--- src/rtl/uart_pkg.sv ---
// Shared UART constants used by the receiver, its FIFO and the bus wrapper.
package uart_pkg;

  localparam int UART_PAYLOAD_BITS  = 8;
  localparam int UART_RX_FIFO_DEPTH = 4;

  function automatic bit uart_is_pow2(input int n);
    return (n >= 2) && ((n & (n - 1)) == 0);
  endfunction

endpackage

--- src/rtl/uart_fifo_mem.sv ---
// DEPTH x PAYLOAD_BITS register array, sync write, async read.
module uart_fifo_mem
  import uart_pkg::*;
#(
  parameter int PAYLOAD_BITS = UART_PAYLOAD_BITS,
  parameter int DEPTH        = UART_RX_FIFO_DEPTH,
  localparam int ADDR_BITS   = $clog2(DEPTH)
) (
  input  logic                    clk,
  input  logic                    we_i,
  input  logic [ADDR_BITS-1:0]    waddr_i,
  input  logic [PAYLOAD_BITS-1:0] wdata_i,
  input  logic [ADDR_BITS-1:0]    raddr_i,
  output logic [PAYLOAD_BITS-1:0] rdata_o
);

  logic [PAYLOAD_BITS-1:0] mem_q [DEPTH];

  always_ff @(posedge clk) begin
    if (we_i) begin
      mem_q[waddr_i] <= wdata_i;
    end
  end

  assign rdata_o = mem_q[raddr_i];

endmodule

--- src/rtl/uart_rx_fifo.sv ---
// UART receive FIFO: drains the receiver, FWFT output, level, sticky overrun.
// Define UART_RX_FIFO_OVERWRITE_EN to drop the oldest byte on overflow.
module uart_rx_fifo
  import uart_pkg::*;
#(
  parameter int PAYLOAD_BITS = UART_PAYLOAD_BITS,
  parameter int DEPTH        = UART_RX_FIFO_DEPTH,
  localparam int ADDR_BITS   = $clog2(DEPTH)
) (
  input  logic                    clk,
  input  logic                    resetn,
  input  logic                    rx_valid,
  input  logic [PAYLOAD_BITS-1:0] rx_data,
  output logic                    rx_read,
  output logic [PAYLOAD_BITS-1:0] data_out,
  output logic                    data_valid,
  input  logic                    data_read,
  output logic [ADDR_BITS:0]      level,
  output logic                    overrun,
  input  logic                    overrun_clr
);

  localparam logic [ADDR_BITS-1:0] PTR_ONE  = 1;
  localparam logic [ADDR_BITS:0]   LVL_ONE  = 1;
  localparam logic [ADDR_BITS:0]   LVL_FULL = (ADDR_BITS+1)'(DEPTH);

  logic [ADDR_BITS-1:0] wr_ptr_q, wr_ptr_d;
  logic [ADDR_BITS-1:0] rd_ptr_q, rd_ptr_d;
  logic [ADDR_BITS:0]   level_q, level_d;
  logic                 overrun_q, overrun_d;

  logic full, empty, pop, push, ovf, we;

  assign full    = (level_q == LVL_FULL);
  assign empty   = (level_q == '0);
  assign pop     = data_read & ~empty;
  // A pop frees a slot in the same cycle, so full+pop still accepts.
  assign push    = rx_valid & (~full | pop);
  assign ovf     = rx_valid & full & ~pop;
  assign rx_read = rx_valid;

`ifdef UART_RX_FIFO_OVERWRITE_EN
  assign we = resetn & (push | ovf);
`else
  assign we = resetn & push;
`endif

  always_comb begin
    wr_ptr_d  = wr_ptr_q;
    rd_ptr_d  = rd_ptr_q;
    level_d   = level_q;
    overrun_d = overrun_q;
    if (push) wr_ptr_d = wr_ptr_q + PTR_ONE;
    if (pop)  rd_ptr_d = rd_ptr_q + PTR_ONE;
`ifdef UART_RX_FIFO_OVERWRITE_EN
    if (ovf) begin
      wr_ptr_d = wr_ptr_q + PTR_ONE;
      rd_ptr_d = rd_ptr_q + PTR_ONE;
    end
`endif
    unique case (1'b1)
      push & ~pop: level_d = level_q + LVL_ONE;
      pop & ~push: level_d = level_q - LVL_ONE;
      default:     level_d = level_q;
    endcase
    if (ovf)              overrun_d = 1'b1;
    else if (overrun_clr) overrun_d = 1'b0;
  end

  always_ff @(posedge clk) begin
    if (!resetn) begin
      wr_ptr_q  <= '0;
      rd_ptr_q  <= '0;
      level_q   <= '0;
      overrun_q <= 1'b0;
    end else begin
      wr_ptr_q  <= wr_ptr_d;
      rd_ptr_q  <= rd_ptr_d;
      level_q   <= level_d;
      overrun_q <= overrun_d;
    end
  end

  uart_fifo_mem #(
    .PAYLOAD_BITS (PAYLOAD_BITS),
    .DEPTH        (DEPTH)
  ) u_mem (
    .clk     (clk),
    .we_i    (we),
    .waddr_i (wr_ptr_q),
    .wdata_i (rx_data),
    .raddr_i (rd_ptr_q),
    .rdata_o (data_out)
  );

  assign data_valid = ~empty;
  assign level      = level_q;
  assign overrun    = overrun_q;

endmodule

--- config.mk ---
export PLATFORM = sky130hd
export DESIGN_NAME = uart_rx_fifo
export DESIGN_NICKNAME = d
export VERILOG_FILES = /design/src/rtl/uart_pkg.sv /design/src/rtl/uart_fifo_mem.sv /design/src/rtl/uart_rx_fifo.sv
export SDC_FILE = /design/constraint.sdc
export NUM_CORES = 1
export LEC_CHECK = 0
export ABC_AREA = 1
export CAP_MARGIN = 30
export CORE_AREA = 3 3 65 67
export CTS_CLUSTER_SIZE = 20
export DETAILED_ROUTE_END_ITERATION = 8
export DIE_AREA = 0 0 68 70
export GPL_TIMING_DRIVEN = 0
export PLACE_DENSITY_LB_ADDON = 0.25
export SYNTH_ARGS = -nofsm -noshare
export SYNTH_HDL_FRONTEND = slang
export SYNTH_SLANG_ARGS = --single-unit
--- constraint.sdc ---
create_clock -name clk -period 1.45 [get_ports clk]
set_input_delay 0.29 -clock clk [delete_from_list [all_inputs] [get_ports clk]]
set_output_delay 0.29 -clock clk [all_outputs]
set_load 0.01 [all_outputs]
==> out/results.tsv, run 1 <==
stage	metric	value	unit
run_status	status	finished, violations left	
run_status	violations	setup timing	
grt	grt_max_degree	13	
grt	antenna_found_initial	0	
synthesis	synth_warnings	0	
setup_path	r2r-start	level[2]	
cells_and_area	antenna_cells	0	
timing	slew_headroom	0.818	
timing	fin_crit	1550	ps
drt	dr.pass1.iters	4	
timing	worstMarginPinSlew	272	ps
drt	dr_total_vias	1296	
setup_path	cp.required	1160	ps
synthesis	seq_area_frac_synth	0.671	
clocking	clk_latency	290	ps
setup_path	cp_top_family	buffers and inverters	
clocking	cts.reportedPaths.clkPinSlew	70	ps
timing	setup_viol	8	
drt	drc	0	
setup_path	critPathKind	flop to output port	
clocking	h-tree-depth	2	
die	core	3690	um^2
grt	grt_util_all_layers	0.179	
clocking	cts_tree	built	
pwr	leakage	0.951	nW
timing	skew	4.74	ps
setup_path	critPathSlowestCell	dfxtp_4	
timing	report.final.slew_viol_count	0	
die	die_h	70	um
timing	fin_crit_sh	1.07	
timing	fin_hold_ws	306	ps
pwr	peakVddDrop	776	uV
setup_path	cp_cell_sequence	buf_8 -> buf_6 -> nor2_2 -> o22ai_2 -> buf_2	
die	die-area	4760	um^2
cells_and_area	stdcell_count	252	
clocking	root_buffer	clkbuf_8	
drt	antenna_left	0	
die	rows	22	
cells_and_area	drive_gt1_frac	0.412	
clocking	cts_buffers	5	
timing	fmax	0.644	GHz
pwr	powerDensity	1210	nW/um^2
pwr	finalPower	2.98	mW
setup_path	reg2reg_slack	60	ps
grt	grt_pass1_wl	6200	um
cells_and_area	syn2layout_area_growth	42.0	%
die	die_w	68	um
cells_and_area	fillers	278	
placement	placed_cell_area	2050	um^2
drt	wl_per_cell	15.4	um
synthesis	synth_area_per_cell	11.4	um^2
setup_path	reg2reg_to	u_mem.mem_q[0][1]	
timing	hold_violations	0	
timing	rsz0062_at_grt	yes	
setup_path	path_max_fanout	8	
setup_path	arrival	1260	ps
die	pin_count	27	
setup_path	startpoint_type	flop	
clocking	clkSinkCount	42	
synthesis	syn_area	1730	um^2
setup_path	crit_cells	5	
cells_and_area	postLayoutCellArea	2450	um^2
cells_and_area	final_nets	221	
setup_path	crit_path_end	data_out[6]	
grt	grt_pass1_vias	1373	
drt	routed_wirelength	3880	um
worst_hold_path	min_path_type	primary input to flop	
grt	grt-ovfl-total	0	
cells_and_area	multi_input_area	613	um^2
placement	dp_worst_setup_slack	-887	ps
placement	globalplace.congestion	0.769	
synthesis	synth_seq_cells	42	
setup_path	r2r_cells	8	
placement	port_buffers	25	
setup_path	path_buf_inv	3	
synthesis	synthesis.instances	152	
placement	dp_hpwl	2250	um
setup_path	slowest_delay	390	ps
timing	layout_setup_ws	-102	ps
cells_and_area	seq_area	1180	um^2
clocking	clk_path_buf_depth	2	
flow_run	max_cap_viol_count	0	
setup_path	cp-end-kind	output port	
placement	dp.cells	225	
drt	avgViaCountPerCell	5.14	
synthesis	synth.distinct_cells	20	
synthesis	syn_nets	170	
drt	drt-initial-drc-count	92	
die	initial_utilization	0.469	
how the worst min path moves through the flow:
stage           startpoint                end  cells past startpoint
6_report            resetn           level[0]                      3
5_1_grt             resetn           level[2]                      3
4_1_cts             resetn           level[0]                      3
3_5_place_dp   rd_ptr_q[0]        rd_ptr_q[0]                      1
3_3_place_gp   rd_ptr_q[1]        rd_ptr_q[1]                      2
2_1_floorplan   rx_data[0]  u_mem.mem_q[0][0]                      0
placed cells by master, fill, tap and decap left out, drive strengths merged, types with 6 or more instances in the layout:
cell,instances
inv,18
a21oi,6
nor2,29
buf,31
clkdlybuf4s50,9
edfxtp,32
o21ai,20
nand2,12
o22ai,9
dfxtp,10
clkbuf,6
worst reg2reg max path, delay by kind of cell (launching register included):
kind	cells	cell delay, ps
AND/OR/NAND/NOR	5	430
flip-flops	1	370
buffers and inverters	3	300
power breakdown:
part / switching, mW / internal [mW] / total (mW)
Sequential: 0.0656 / 1.37 / 1.44
Combinational: 0.442 / 0.400 / 0.842
Clock: 0.374 / 0.321 / 0.696
layer usage:
layer,track usage,wire length (um)
met2,0.315,2120
met3,0.0563,170
met4,0.0706,68
met5,0,0
met1,0.192,1530
synth_stat cells:
library cell	count	area, um^2
buf_2	3	15.0
dfxtp_1	10	200
nand3_2	1	10.0
o21ai_0	20	100
a21oi_1	6	30.0
nor2_2	2	12.5
ha_1	4	50.1
nor2_1	26	97.6
inv_2	1	3.75
nand3_1	4	20.0
and2_1	1	6.26
nor2_4	1	11.3
inv_1	17	63.8
o22ai_1	9	56.3
buf_4	1	7.51
a21boi_2	1	11.3
fa_1	1	20.0
nand2_1	9	33.8
nand2_2	3	18.8
edfxtp_1	32	961
timing repair:
item / 4_1_cts / 5_1_grt
cloned: 1 / 0
pin swaps: 18 / 12
hold buffers: 0 / 0
setup buffers: 13 / 5
gates resized for setup: 85 / 31
endpoints found under the setup margin: 48 / 44
logic make-up (layout without fill, tap and decap cells):
family          after synthesis  after routing  synth area share
compound gates               36             36             0.114
fa+ha+maj                     5              5            0.0405
buf+inv                      22             74            0.0521
flops                        42             42             0.671
simple gates                 47             47             0.122
through the flow:
stage / TNS (ps) / util
2_1_floorplan: -1100 / -
3_3_place_gp: -31750 / 0.556
3_5_place_dp: -33210 / 0.556
4_1_cts: -692 / 0.634
5_1_grt: -1350 / 0.666
6_report: -677 / 0.666
state kept, by name, summed over array words and instances, names as in the netlist, named ones only:
name and flops:
u_mem.mem_q 32, rd_ptr_q 2, wr_ptr_q 2, level 3
overrun 1
final cells by class:
cell class / count / share of cell area
clock inverters: 3 / 0.00459
clock buffers: 5 / 0.0280
plain buffers: 4 / 0.0173
multi-input cells: 88 / 0.250
inverters: 18 / 0.0326
well taps: 48 / 0.0245
repair buffers: 44 / 0.164
flip-flops and latches: 42 / 0.480
(Power assumes the default switching activity.)
==> run 2, diff against run 1 <==
--- a/config.mk
+++ b/config.mk
@@ -8,6 +8,7 @@
 export ABC_AREA = 1
 export CAP_MARGIN = 30
 export CORE_AREA = 3 3 65 67
+export CTS_BUF_LIST = sky130_fd_sc_hd__clkbuf_8
 export CTS_CLUSTER_SIZE = 20
 export DETAILED_ROUTE_END_ITERATION = 8
 export DIE_AREA = 0 0 68 70
@@ -15,4 +16,5 @@
 export PLACE_DENSITY_LB_ADDON = 0.25
 export SYNTH_ARGS = -nofsm -noshare
 export SYNTH_HDL_FRONTEND = slang
+export SYNTH_HIERARCHICAL = 1
 export SYNTH_SLANG_ARGS = --single-unit
==> out/results.tsv, run 2 <==
stage	metric	value	unit	change
run_status	status	finished, violations left		
run_status	violations	setup timing		
synthesis	synth_warnings	6		+6
synthesis	synth.distinct_cells	21		+5.0%
synthesis	yosysTopAreaCell	edfxtp_1		
synthesis	synthesis.instances	192		+26%
setup_path	startpoint_type	flop		
drt	avgViaCountPerCell	4.59		-11%
grt	grt_pass1_vias	1295		-5.7%
die	core	3690	um^2	unchanged
drt	antenna_left	0		unchanged
drt	routed_wirelength	3680	um	-5.2%
worst_hold_path	min_path_type	primary input to flop		
drt	dr_total_vias	1345		+3.8%
grt	grt_pass1_wl	5810	um	-6.2%
cells_and_area	final_cell_mix	inv_1, edfxtp_1, nand2_1, nand2_2, buf_4		
setup_path	r2r-start	level[0]		
pwr	leakage	1.18	nW	+24%
drt	drc	0		unchanged
synthesis	syn_nets	206		+21%
synthesis	synth_common_cells	inv_1, nand2_1, edfxtp_1		
cells_and_area	syn2layout_area_growth	44.8	%	
pwr	powerDensity	1160	nW/um^2	-4.3%
synthesis	synth_area_leaders	edfxtp_1, inv_1, nand2_1, dfxtp_1, nand3_1		
synthesis	synth_seq_cells	40		-4.8%
cells_and_area	final_nets	258		+17%
timing	setup_viol	42		+34
timing	skew	7.80	ps	+3.06 ps
setup_path	cp-end-kind	flop		
die	die-area	4760	um^2	unchanged
flow_run	max_cap_viol_count	0		unchanged
cells_and_area	utilization	0.712		+0.0461
die	rows	22		unchanged
setup_path	reg2reg_to	level[2]		
die	die_w	68	um	unchanged
timing	slew_headroom	0.769		-0.0494
timing	worstMarginPinSlew	346	ps	+74.2 ps
grt	grt_util_all_layers	0.166		-0.0126
timing	hold_violations	0		unchanged
timing	fmax	0.642	GHz	-0.39%
synthesis	synth-main-ff-cell	edfxtp_1		
grt	grt_max_degree	14		+1
placement	port_buffers	26		+4.0%
drt	drt-initial-drc-count	35		-62%
setup_path	slowest_delay	370	ps	-20 ps
grt	grt-ovfl-total	0		unchanged
cells_and_area	layout_commonest_cell	inv_1		
setup_path	critPathKind	flop to flop		
cells_and_area	largest_reg_flops	32		unchanged
cells_and_area	top_register	u_mem/mem_q		
timing	layout_setup_ws	-108	ps	-6.06 ps
drt	dr.pass1.iters	4		unchanged
cells_and_area	antenna_cells	0		unchanged
clocking	clk_latency	290	ps	about the same
clocking	root_buffer	clkbuf_8		
setup_path	cp.required	1630	ps	+470 ps
die	die_h	70	um	unchanged
synthesis	seq_area_frac_synth	0.618		-0.0531
clocking	clkSinkCount	40		-4.8%
timing	fin_crit_sh	1.07		+0.00418
setup_path	r2r_cells	9		+1
synthesis	synth_edf_count	32		unchanged
clocking	cts_buffers	5		unchanged
pwr	peakVddDrop	670	uV	-14%
clocking	clk_path_buf_depth	2		unchanged
timing	fin_crit	1560	ps	+6.06 ps
synthesis	synth_area_per_cell	9.44	um^2	-17%
setup_path	cp_cell_sequence	nor2_4 -> buf_6 -> a21oi_4 -> nand2_2 -> fa_2 -> inv_2 -> nand4_1 -> a21oi_1 -> nor2_1		
cells_and_area	drive_gt1_frac	0.384		-0.0281
clocking	h-tree-depth	2		unchanged
timing	report.final.slew_viol_count	0		unchanged
clocking	cts.reportedPaths.clkPinSlew	70	ps	about the same
synthesis	synth-async-reset-ratio	0		unchanged
setup_path	reg2reg_slack	-110	ps	-170 ps
timing	rsz0062_at_grt	yes		
setup_path	arrival	1740	ps	+480 ps
grt	antenna_found_initial	0		unchanged
placement	globalplace.congestion	0.761		-1.0%
setup_path	critPathLaunch	level[0]		
setup_path	path_max_fanout	4		-4
timing	setup_tns	-2010	ps	-1340 ps
die	initial_utilization	0.492		+0.0227
drt	wl_per_cell	12.6	um	-18%
placement	dp_hpwl	2150	um	-4.2%
synthesis	synthMostInstantiatedCell	inv_1		
setup_path	critPathSlowestCell	dfxtp_4		
setup_path	crit_path_end	level[2]		
synthesis	syn_area	1810	um^2	+4.8%
die	pin_count	27		unchanged
clocking	cts_tree	built		
synthesis	synth_top_area_share	0.530		-0.0257
run 2: cell types whose count changed in the layout (fill, tap and decap cells not counted), moves of 4 or more:
cell,previous run,this run
o22ai_1,6,0
o21ai_2,6,0
o21ai_1,6,1
nand2_2,2,14
ha_1,4,0
nor2_1,14,5
o21ai_0,8,4
nand2_1,7,30
inv_1,12,43
nand3_2,2,11
nor2_2,10,0
nor3_4,0,4
nand3_1,2,9
run 2: logic make-up (layout without fill, tap and decap cells):
family	after synthesis	count (layout)	share of synthesized area
AO/OA/AOI/OAI	13	13	0.0428
flip-flops	40	40	0.618
buffers and inverters	55	108	0.128
AND/OR/NAND/NOR	83	83	0.199
adder cells (fa/ha/maj)	1	1	0.0110
run 2: timing repair:
item / CTS / global route
hold buffers: 0 / 0
pin swaps: 18 / 21
buffers inserted: 18 / 2
gates cloned: 1 / 0
resized for setup: 74 / 31
endpoints found under the setup margin: 48 / 44
run 2: critical path: cells and delay by family, from the launching register on:
kind,cells,cell delay (ps)
adder cells (fa/ha/maj),1,350
AND/OR/NAND/NOR,4,270
buffers and inverters,2,170
flip-flops,1,370
AO/OA/AOI/OAI,2,290
run 2: how the worst min path moves through the flow:
stage,end,startpoint,cells after the start,slack [ps]
after floorplan,u_mem/mem_q[0][0],rx_data[0],0,390
after global placement,rd_ptr_q[1],rd_ptr_q[1],2,450
after detailed placement,rd_ptr_q[1],rd_ptr_q[1],2,450
after CTS,overrun,rx_valid,3,410
after global routing,overrun,rx_valid,3,440
final,overrun,rx_valid,3,430
run 2: where the power goes:
group	internal [mW]	switching (mW)
clock	0.334	0.365
sequential	1.31	0.0738
combinational	0.453	0.507
run 2: per-stage QoR:
step	instance area, um^2	hold WS, ps	setup slack [ps]	power (mW)	instances
after floorplan	1890	389	-48.2	1.84	192
after global placement	2210	449	-802	2.15	266
after detailed placement	2210	453	-807	2.16	266
after CTS	2540	407	-144	3.01	293
after global routing	2630	438	-217	3.21	293
final	2630	426	-108	3.05	293
run 2: cell type report:
type                            instances  area, um^2
Buffer                                  3        37.5
Clock buffer                            5        68.8
Clock inverter                          3        18.8
Fill cell                             277        1060
Inverter                               50         201
Multi-Input combinational cell         97         657
Sequential cell                        40        1140
Tap cell                               48        60.1
Timing Repair Buffer                   47         442
run 2: layer usage:
| layer | part of all wire | vias to the layer above | wire [um] | global-route usage |
|---|---|---|---|---|
| li1 | - | 707 | - | - |
| met1 | 0.42 | 609 | 1550 | 0.194 |
| met2 | 0.53 | 22 | 1960 | 0.286 |
| met3 | 0.035 | 7 | 129 | 0.0482 |
| met4 | 0.012 | 0 | 44 | 0.0530 |
| met5 | 0 | - | 0 | 0 |
==> run 3, diff against run 2 <==
--- a/config.mk
+++ b/config.mk
@@ -18,3 +18,4 @@
 export SYNTH_HDL_FRONTEND = slang
 export SYNTH_HIERARCHICAL = 1
 export SYNTH_SLANG_ARGS = --single-unit
+export TNS_END_PERCENT = 1
==> out/results.tsv, run 3 (synthesis gave the netlist of run 2 again) <==
stage	metric	value	unit	change
grt	grt_max_degree	13		-1
timing	report.final.slew_viol_count	0		unchanged
setup_path	path_max_fanout	4		unchanged
clocking	cts.reportedPaths.clkPinSlew	60	ps	about the same
timing	fin_hold_ws	452	ps	+26.6 ps
run_status	violations	setup timing		
clocking	clk_latency	280	ps	about the same
grt	grt-ovfl-total	0		unchanged
drt	avgViaCountPerCell	4.65		+1.3%
die	rows	22		unchanged
drt	wl_per_cell	11.9	um	-5.6%
die	die_w	68	um	unchanged
timing	fin_crit_sh	1.08		+0.00912
flow_run	max_cap_viol_count	0		unchanged
clocking	root_buffer	clkbuf_8		
timing	setup_viol	44		+4.8%
cells_and_area	syn2layout_area_growth	36.6	%	
timing	layout_setup_ws	-121	ps	-13.2 ps
grt	grt_pass1_wl	5640	um	-3.0%
cells_and_area	final_cell_mix	inv_1, nand2_1, edfxtp_1, nand3_1, clkdlybuf4s50_1		
cells_and_area	final_nets	252		-2.3%
pwr	switchingPower	0.858	mW	-9.2%
timing	fmax	0.637	GHz	-0.84%
setup_path	critPathKind	flop to flop		
grt	antenna_found_initial	0		unchanged
timing	hold_violations	0		unchanged
pwr	leakage	1.13	nW	-4.1%
pwr	power_frac_seq	0.470		+0.015
timing	fin_crit	1570	ps	+13.2 ps
run_status	status	finished, violations left		
placement	globalplace.congestion	0.735		-3.4%
worst_hold_path	min_path_cells	1		-2
timing	skew	5.77	ps	-2.02 ps
drt	antenna_left	0		unchanged
timing	slew_headroom	0.781		+0.0122
clocking	cts_buffers	5		unchanged
drt	dr_total_vias	1335		-0.74%
timing	rsz0062_at_grt	yes		
die	die-area	4760	um^2	unchanged
die	die_h	70	um	unchanged
cells_and_area	top_register	u_mem/mem_q		
pwr	powerDensity	1180	nW/um^2	+1.6%
cells_and_area	fillers	292		+5.4%
setup_path	arrival	1750	ps	about the same
cells_and_area	antenna_cells	0		unchanged
drt	dr.pass1.iters	4		unchanged
placement	port_buffers	26		unchanged
drt	drt-initial-drc-count	39		+11%
placement	dp_hpwl	2200	um	+2.3%
setup_path	r2r_cells	9		unchanged
pwr	peakVddDrop	645	uV	-3.8%
clocking	clk_path_buf_depth	2		unchanged
cells_and_area	utilization	0.671		-0.0404
setup_path	cp.required	1630	ps	about the same
die	pin_count	27		unchanged
setup_path	startpoint_type	flop		
pwr	swShare	0.294		-0.0164
pwr	p_int	2.06	mW	-1.9%
die	initial_utilization	0.492		unchanged
clocking	cts_tree	built		
drt	routed_wirelength	3410	um	-7.5%
pwr	pwr-share-clk	0.223		-0.007
cells_and_area	layout_commonest_cell	inv_1		
timing	worstMarginPinSlew	328	ps	-18.2 ps
clocking	clkSinkCount	40		unchanged
drt	drc	0		unchanged
clocking	h-tree-depth	2		unchanged
clocking	holdBufCountCts	0		unchanged
grt	grt_pass1_vias	1221		-5.7%
die	core	3690	um^2	unchanged
grt	grt_util_all_layers	0.166		-0.000769
pwr	p_comb_frac	0.308		-0.007
cells_and_area	largest_reg_flops	32		unchanged
cells_and_area	drive_gt1_frac	0.255		-0.128
setup_path	cp-end-kind	flop		
worst_hold_path	min_path_type	flop to flop		
-- run 3: cell count changes in the layout (fill, tap and decap cells not counted), sizes merged, moves of 2 or more --
cell	change
inv	+3
clkinv	-2
clkdlybuf4s50	+2
buf	-6
-- run 3: repair_timing --
action,4_1_cts,5_1_grt
cloned,1,0
setup buffers,12,0
resized for setup,59,3
pin swaps,11,3
setup endpoints to repair,47,46
-- run 3: power by group through the flow --
stage	logic (mW)	registers (mW)	clock network, mW
after global placement	0.757	1.39	0
after detailed placement	0.769	1.40	0
after global routing	0.986	1.38	0.725
after CTS	0.890	1.37	0.682
final	0.899	1.37	0.650
after floorplan	0.446	1.40	0
-- run 3: layer usage --
layer  GRT usage  share of wire  vias to the layer above
li1            -              -                      697
met1       0.201           0.43                      598
met2       0.259           0.50                       31
met3      0.0595          0.049                        9
met4      0.0728          0.020                        0
met5           0              0                        -
-- run 3: final timing paths --
check | start | slack [ps] | endpoint
max reg2reg | level[0] | -120 | level[2]
min reg2reg | rd_ptr_q[0] | 450 | rd_ptr_q[0]
max | level[0] | -120 | level[2]
min | rd_ptr_q[0] | 450 | rd_ptr_q[0]
-- run 3: worst max-delay path, cell delays in order, from the launching register on --
cell and delay [ps]:
dfxtp_4 370, nor2_4 50, buf_4 130, a21oi_4 120, nand2_2 80, fa_2 350
inv_2 50, nand4_1 100, a21oi_1 150, nor2_1 60
-- run 3: layout make-up --
cell class                      instances  area (um^2)  share of cell area
Tap cell                               48         60.1              0.0243
Timing Repair Buffer                   39          392               0.158
Clock inverter                          3         12.5             0.00505
Clock buffer                            5         68.8              0.0278
Multi-Input combinational cell         97          562               0.227
Buffer                                  5         52.6              0.0212
Inverter                               50          195              0.0788
Sequential cell                        40         1130               0.458
-- run 3: through the flow --
stage	power (mW)	setup TNS (ps)	std cells	area (um^2)	worst slack [ps]
floorplan	1.84	-470	192	1890	-48.2
global placement	2.15	-28770	266	2210	-799
detailed placement	2.16	-28630	266	2210	-802
CTS	2.94	-4600	287	2470	-131
global route	3.09	-6840	287	2480	-224
finish	2.92	-3560	287	2480	-121
